$ cat config.mk
export PLATFORM = sky130hd
export DESIGN_NAME = uart_tx_arb
export DESIGN_NICKNAME = d
export VERILOG_FILES = /design/src/rtl/uart_tx_arb.sv
export SDC_FILE = /design/constraint.sdc
export NUM_CORES = 1
export LEC_CHECK = 0
export CAP_MARGIN = 15
export CORE_MARGIN = 8
export CORE_UTILIZATION = 35
export CTS_CLUSTER_SIZE = 40
export DETAILED_ROUTE_END_ITERATION = 10
export PLACE_DENSITY = 0.65
export REMOVE_ABC_BUFFERS = 1
export SLEW_MARGIN = 0
export SYNTH_ARGS = -nofsm -noshare
export SYNTH_HDL_FRONTEND = slang
export SYNTH_SLANG_ARGS = --single-unit
$ cat constraint.sdc
create_clock -name clk -period 2.2 [get_ports clk]
set_input_delay 0.55 -clock clk [delete_from_list [all_inputs] [get_ports clk]]
set_output_delay 0.55 -clock clk [all_outputs]
set_load 0.01 [all_outputs]
$ cat src/rtl/uart_tx_arb.sv
// uart_tx_arb: shares one UART transmit line between two byte requesters.
// Requesters are served round-robin through a valid/ready handshake that happens
// only while idle; the granted byte is sent as start bit, DATA_W data bits LSB
// first and one stop bit, with bit timing set by CLKS_PER_BIT.
// Optional feature macro: UART_ARB_PARITY_EN inserts an even-parity bit
// (XOR of the latched byte) between the last data bit and the stop bit.
module uart_tx_arb #(
  parameter int CLKS_PER_BIT = 16,
  parameter int DATA_W       = 8
) (
  input  logic              clk,
  input  logic              rst,
  input  logic              req0_valid,
  input  logic [DATA_W-1:0] req0_data,
  output logic              req0_ready,
  input  logic              req1_valid,
  input  logic [DATA_W-1:0] req1_data,
  output logic              req1_ready,
  output logic              tx,
  output logic              busy,
  output logic              grant_id
);

  localparam int CW = $clog2(CLKS_PER_BIT);
  localparam int BW = $clog2(DATA_W + 1);
  localparam logic [CW-1:0] CYC_LAST = CW'(CLKS_PER_BIT - 1);
  localparam logic [BW-1:0] BIT_LAST = BW'(DATA_W - 1);

  typedef enum logic [2:0] {
    IDLE   = 3'd0,
    START  = 3'd1,
    DATA   = 3'd2,
`ifdef UART_ARB_PARITY_EN
    PARITY = 3'd4,
`endif
    STOP   = 3'd3
  } state_t;

  state_t            state, state_d;
  logic [CW-1:0]     cyc, cyc_d;
  logic [BW-1:0]     bitc, bitc_d;
  logic [DATA_W-1:0] shreg, shreg_d;
  logic              gid, gid_d;
  logic              ptr, ptr_d;
  logic              tx_q, tx_d;
  logic              busy_q, busy_d;
  logic              win0, win1;
  logic              grant0, grant1;
  logic              cyc_wrap;
`ifdef UART_ARB_PARITY_EN
  logic              par, par_d;
`endif

  // Next-state, counters, arbitration and the value tx must hold after the edge.
  always_comb begin
    state_d  = state;
    cyc_d    = cyc;
    bitc_d   = bitc;
    shreg_d  = shreg;
    gid_d    = gid;
    ptr_d    = ptr;
    grant0   = 1'b0;
    grant1   = 1'b0;
    tx_d     = 1'b1;
`ifdef UART_ARB_PARITY_EN
    par_d    = par;
`endif
    win0     = req0_valid && (!req1_valid || !ptr);
    win1     = req1_valid && (!req0_valid || ptr);
    cyc_wrap = (cyc == CYC_LAST);

    case (state)
      IDLE: begin
        cyc_d  = '0;
        bitc_d = '0;
        if (win0) begin
          grant0  = 1'b1;
          shreg_d = req0_data;
          gid_d   = 1'b0;
          ptr_d   = 1'b1;
          state_d = START;
`ifdef UART_ARB_PARITY_EN
          par_d   = ^req0_data;
`endif
        end else if (win1) begin
          grant1  = 1'b1;
          shreg_d = req1_data;
          gid_d   = 1'b1;
          ptr_d   = 1'b0;
          state_d = START;
`ifdef UART_ARB_PARITY_EN
          par_d   = ^req1_data;
`endif
        end
      end
      START: begin
        if (cyc_wrap) begin
          cyc_d   = '0;
          state_d = DATA;
        end else begin
          cyc_d = cyc + CW'(1);
        end
      end
      DATA: begin
        if (cyc_wrap) begin
          cyc_d   = '0;
          shreg_d = shreg >> 1;
          if (bitc == BIT_LAST) begin
            bitc_d  = '0;
`ifdef UART_ARB_PARITY_EN
            state_d = PARITY;
`else
            state_d = STOP;
`endif
          end else begin
            bitc_d = bitc + BW'(1);
          end
        end else begin
          cyc_d = cyc + CW'(1);
        end
      end
`ifdef UART_ARB_PARITY_EN
      PARITY: begin
        if (cyc_wrap) begin
          cyc_d   = '0;
          state_d = STOP;
        end else begin
          cyc_d = cyc + CW'(1);
        end
      end
`endif
      STOP: begin
        if (cyc_wrap) begin
          cyc_d   = '0;
          state_d = IDLE;
        end else begin
          cyc_d = cyc + CW'(1);
        end
      end
      default: state_d = IDLE;
    endcase

    case (state_d)
      START:   tx_d = 1'b0;
      DATA:    tx_d = shreg_d[0];
`ifdef UART_ARB_PARITY_EN
      PARITY:  tx_d = par;
`endif
      default: tx_d = 1'b1;
    endcase

    busy_d = (state_d != IDLE);
  end

  // State and datapath registers; reset aborts any frame and favours requester 0.
  always_ff @(posedge clk or negedge rst) begin
    if (!rst) begin
      state  <= IDLE;
      cyc    <= '0;
      bitc   <= '0;
      shreg  <= '0;
      gid    <= 1'b0;
      ptr    <= 1'b0;
      tx_q   <= 1'b1;
      busy_q <= 1'b0;
    end else begin
      state  <= state_d;
      cyc    <= cyc_d;
      bitc   <= bitc_d;
      shreg  <= shreg_d;
      gid    <= gid_d;
      ptr    <= ptr_d;
      tx_q   <= tx_d;
      busy_q <= busy_d;
    end
  end

`ifdef UART_ARB_PARITY_EN
  // Parity of the byte latched at grant time.
  always_ff @(posedge clk or negedge rst) begin
    if (!rst) begin
      par <= 1'b0;
    end else begin
      par <= par_d;
    end
  end
`endif

  // Readys are held low while reset is asserted even though the FSM sits in IDLE.
  assign req0_ready = grant0 & rst;
  assign req1_ready = grant1 & rst;
  assign tx         = tx_q;
  assign busy       = busy_q;
  assign grant_id   = gid;

endmodule

# Word level (Yosys, flattened, before mapping)
# Cells that the tools add are included.
word_totals:
  reg_bits: 23
  latch_bits: 0
  ramBits: 0
  romBits: 0
  in_bits: 20
  out_inout_bits: 5
  mem_count: 0
classes:
  addsub: 2
  mul: 0
  n_div: 0
  order_cmp: 0
  n_eq_ne: 9
  shifts: 0
  n_mux: 26
  bitwise: 2
  n_reduce_logical: 16
op_table:
  columns: ["operator", "n"]
  rows:
  - ["8-bit 2-to-1 mux", 3]
  - ["3-bit 2-to-1 mux", 6]
  - ["4-bit one-hot mux with 2 select lines", 2]
  - ["8-bit one-hot mux with 2 select lines", 1]
  - ["4-bit 2-to-1 mux", 3]
  - ["3-bit one-hot mux with 4 select lines", 1]
  - ["3-bit by 2-bit equality test with 1-bit output, second input constant", 3]
  - ["1-bit 2-to-1 mux", 9]
  - ["4-bit by 1-bit adder with 4-bit output, second input constant", 2]
  - ["3-bit by 1-bit equality test with 1-bit output, second input constant", 2]
  - ["2-bit nonzero test", 3]
  - ["4-bit by 3-bit equality test with 1-bit output, second input constant", 1]
  - ["4-bit equality test, second input constant", 1]
  - ["2-bit AND reduction", 2]
  - ["1-bit zero test", 3]
  - ["3-bit zero test", 1]
  - ["3-bit != test, second input constant", 1]
  - ["3-bit AND reduction", 1]
  - ["3-bit nonzero test", 1]
  - ["3-bit OR reduction", 1]
  - ["1-bit bitwise AND", 2]
  - ["1-bit logical AND", 2]
  - ["1-bit logical OR", 2]
  - ["2-bit != test, second input constant", 1]
  - ["1-bit one-hot mux with 2 select lines", 1]

# Logic depth before layout (Yosys ltp)
logic_depth:
  depth_word: 8
  mapped_depth: 6
  depth_no_buf: 5

# Worst setup path after synthesis
# No wires, ideal clock.
synth_timing:
  path_kind: "register to register"
  from: "reg state[0]"
  to: "reg tx_q (netlist: tx)"
  setup_ns: 0.083
  arrival_ns: 1.891
  slack_ns: 0.225
  stages_incl_launch_ff: 7
  cell_sequence: "dfrtp_1 -> buf_6 -> or3b_1 -> buf_2 -> o22a_4 -> a2111o_1 -> o32a_1"
synth_between:
  word_cells_on_any_way: 15
  classes_between: "eq/ne: 5; mux: 9; reduce/logical: 1"
synth_lines:
  columns: ["element", "line", "source"]
  rows:
  - ["start, declared", "39", "state_t state, state_d;"]
  - ["start signal, assigned", "167", "state <= state_d;"]
  - ["3-bit by 2-bit equality test with 1-bit output or 3-bit zero test (tied branches)", "72", "case (state)"]
  - ["8-bit one-hot mux with 2 select lines *", "72", null]
  - ["net shreg_d[0]", "42", "logic [DATA_W-1:0] shreg, shreg_d;"]
  - ["1-bit one-hot mux with 2 select lines *", "143", "case (state_d)"]
  - ["net tx_d", "45", "logic tx_q, tx_d;"]
  - ["end signal, assigned", "173", "tx_q <= tx_d;"]
  - ["end, declared", "45", null]
# Mark *: on every way through the listed nets, which the timed path passes. The rest lies on a longest branch.
# A chain may end at the register's enable or synchronous reset.

# Worst setup path in the final report
layout_timing:
  from: "in rst"
  to: "out req0_ready"
layout_between:
  elab_chain_cells: 1
layout_lines:
  columns: ["element", "line", "source"]
  rows:
  - ["start, declared", "12", "input logic rst,"]
  - ["1-bit bitwise AND", "190", "assign req0_ready = grant0 & rst;"]
  - ["end, declared", "15", "output logic req0_ready,"]
# No other way between the ends.

==> flow_metrics.env <==
export IMPL_outcome="completed"
export IMPL_vdd_drop_max_uv=353.5
export IMPL_ios=25
export IMPL_viasPerCell=5.313
export IMPL_end_kind="output port"
export IMPL_yosys_warnings=0
export IMPL_required_ns=1.65
export IMPL_syn_area_mm2=0.001215
export IMPL_powerDensity_mw_per_mm2=594.6
export IMPL_stdcell_area_mm2=0.001629
export IMPL_drc=0
export IMPL_ys_ff_latch=23
export IMPL_hold_viol_final=0
export IMPL_root_buffer="clkbuf_4"
export IMPL_drv_cap=0
export IMPL_die_area_mm2=0.005612
export IMPL_syn_mean_instance_area_um2=9.642
export IMPL_htreeDepth=1
export IMPL_final_cell_mix="dfrtp_1, clkdlybuf4s50_1, buf_4, nand2_1"
export IMPL_seqCellArea_um2=576.8
export IMPL_antenna_found_initial=0
export IMPL_grt_pass1_wl_um=4664
export IMPL_hold_class="in2async"
export IMPL_r2r_cells=5
export IMPL_firstDrtPassIters=4
export IMPL_core_mm2=0.003337
export IMPL_power_frac_comb=0.251
export IMPL_die_w_um=74.92
export IMPL_cts_sinks=23
export IMPL_drt_total_wl_um=2839
export IMPL_whs_ns=0.4512
export IMPL_placed_area_mm2=0.001594
export IMPL_dp_slack_ns=-0.3101
export IMPL_multi_input_area_um2=594.3
export IMPL_fin_ws_ns=0.07839
export IMPL_worstReg2RegStart="state[2]"
export IMPL_cp_arrival_ns=1.57
export IMPL_synthToLayoutAreaGrowth_pct=34.09
export IMPL_die_h_um=74.92
export IMPL_rrSetupSlack_ns=0.09
export IMPL_post_cts_buffers=0
export IMPL_clock_power_share=0.200
export IMPL_num_vias=1105
export IMPL_grt_total_usage=0.1057
export IMPL_rsz0062_at_grt="true"
export IMPL_cp_start_kind="input port"
export IMPL_final_nets=185
export IMPL_fmax_ghz=0.4713
export IMPL_drv_slew=0
export IMPL_initial_utilization=0.3641
export IMPL_async_flop_share=1.000
export IMPL_pwr_share_seq=0.549
export IMPL_synth_edff_count=0
export IMPL_period_share=0.9644
export IMPL_utilization=0.4882
export IMPL_crit_fanout=5
export IMPL_fillers=333
export IMPL_setup_viol=0
export IMPL_crit_type="in2out"
export IMPL_p_sw_frac=0.2848
export IMPL_p_switching_w=0.0002758
export IMPL_r2r_end="tx"
export IMPL_clk_latency_ns=0.31
export IMPL_clock_path_buffers=2
export IMPL_synth_cell_type_count=39
export IMPL_cts_buffers=3
export IMPL_grt_max_degree=21
export IMPL_ant_nets=0
export IMPL_syn_inst=126
export IMPL_wl_per_cell_um=13.65
export IMPL_fp_row_count=21
export IMPL_cts_tree="done"
export IMPL_drive_above_1_share=0.1852
export IMPL_period_needed_ns=2.122
export IMPL_finalClockSkew_ns=0.006124
export IMPL_drt_first_iter_violations=67
export IMPL_portBuffers=24
export IMPL_power_total_w=0.0009686
export IMPL_grt_overflow_total=0
export IMPL_synth_flop_cell="dfrtp_1"
export IMPL_internal_power_w=0.0006928
export IMPL_worst_setup_hold_path_clk_slew_ns=0.12
export IMPL_grt_pass1_vias=1111
export IMPL_gp_congestion=0.7707
export IMPL_power_leakage_nw=0.7222
export IMPL_final_common_cell="dfrtp_1"
export IMPL_diodes=0
export IMPL_synth_seq_area_share=0.4748
export IMPL_hpwlAfterDp_um=2278
[per-stage QoR]
step | std cells | setup TNS, ns
finish | 208 | 0
global route | 208 | -0.01632
CTS | 208 | 0
detailed placement | 204 | -0.7429
global placement | 204 | -0.6546
floorplan | 118 | 0
[layer usage]
layer	routed length (µm)	GRT usage
met5	0	0
met1	1256	0.1189
met3	63	0.01065
met4	41	0.05870
met2	1477	0.1891
[timing repair]
| action | 4_1_cts | 5_1_grt |
|---|---|---|
| resized for setup | 7 | 1 |
| hold buffers | 0 | 0 |
| pin swaps | 0 | 0 |
| setup endpoints to repair | 2 | 2 |
| cloned | 0 | 0 |
[cell families (layout without fill, tap and decap cells)]
logic type | count (synthesis) | count (layout) | share of synthesized area
adders and majority gates | 2 | 2 | 0.02059
DFF | 23 | 23 | 0.4748
buffers and inverters | 12 | 48 | 0.04427
and+or+nand+nor | 45 | 45 | 0.1895
muxes | 2 | 2 | 0.01854
AOI/OAI and AO/OA | 40 | 40 | 0.2420
xor gates and xnor gates | 1 | 1 | 0.007210
other | 1 | 1 | 0.003087
[final cells by class]
class,count,area share
Multi-Input combinational cell,91,0.3648
Sequential cell,23,0.3541
Timing Repair Buffer,40,0.2197
Tap cell,46,0.03533
Clock buffer,3,0.01382
Inverter,4,0.009217
Clock inverter,1,0.003072
[flip-flops by register name (all words and copies together), names as in the netlist]
name,flops
bitc,4
shreg,8
cyc,4
tx,1
grant_id,1
busy,1
ptr,1
state,3
[cells in the mapped netlist (4+ instances only)]
| cell | n | area (µm²) |
|---|---|---|
| a22oi_1 | 5 | 37.54 |
| dfrtp_1 | 22 | 550.5 |
| inv_1 | 4 | 15.01 |
| a21oi_1 | 5 | 25.02 |
| o22ai_1 | 5 | 31.28 |
| nand2_1 | 13 | 48.80 |
| clkbuf_1 | 6 | 22.52 |
| nor2_1 | 8 | 30.03 |
| a22o_1 | 6 | 52.55 |
| o21ai_0 | 8 | 40.04 |
| nor3_1 | 6 | 30.03 |
[how the worst max path moves through the flow]
stage                     startpoint    endpoint  slack (ns)
final                            rst  req0_ready        0.08
after global routing        state[2]  req0_ready       -0.02
after CTS                        rst  req0_ready        0.06
after detailed placement  req1_valid  req0_ready       -0.31
after global placement    req1_valid  req0_ready       -0.29
after floorplan             state[1]          tx        0.21
[critical path, cell delays in order]
cell and delay, ns:
clkdlybuf4s50_1 0.59, and2_1 0.16, dlygate4sd2_1 0.26
[power groups by stage]
stage | Clock [W] | Combinational (W) | Sequential, W
floorplan | 0 | 0.000112 | 0.000537
global placement | 0 | 0.000239 | 0.000534
detailed placement | 0 | 0.000247 | 0.000538
CTS | 0.000207 | 0.000247 | 0.000530
global route | 0.000215 | 0.000270 | 0.000539
finish | 0.000194 | 0.000244 | 0.000531
Power figures use the tool's default switching activity.
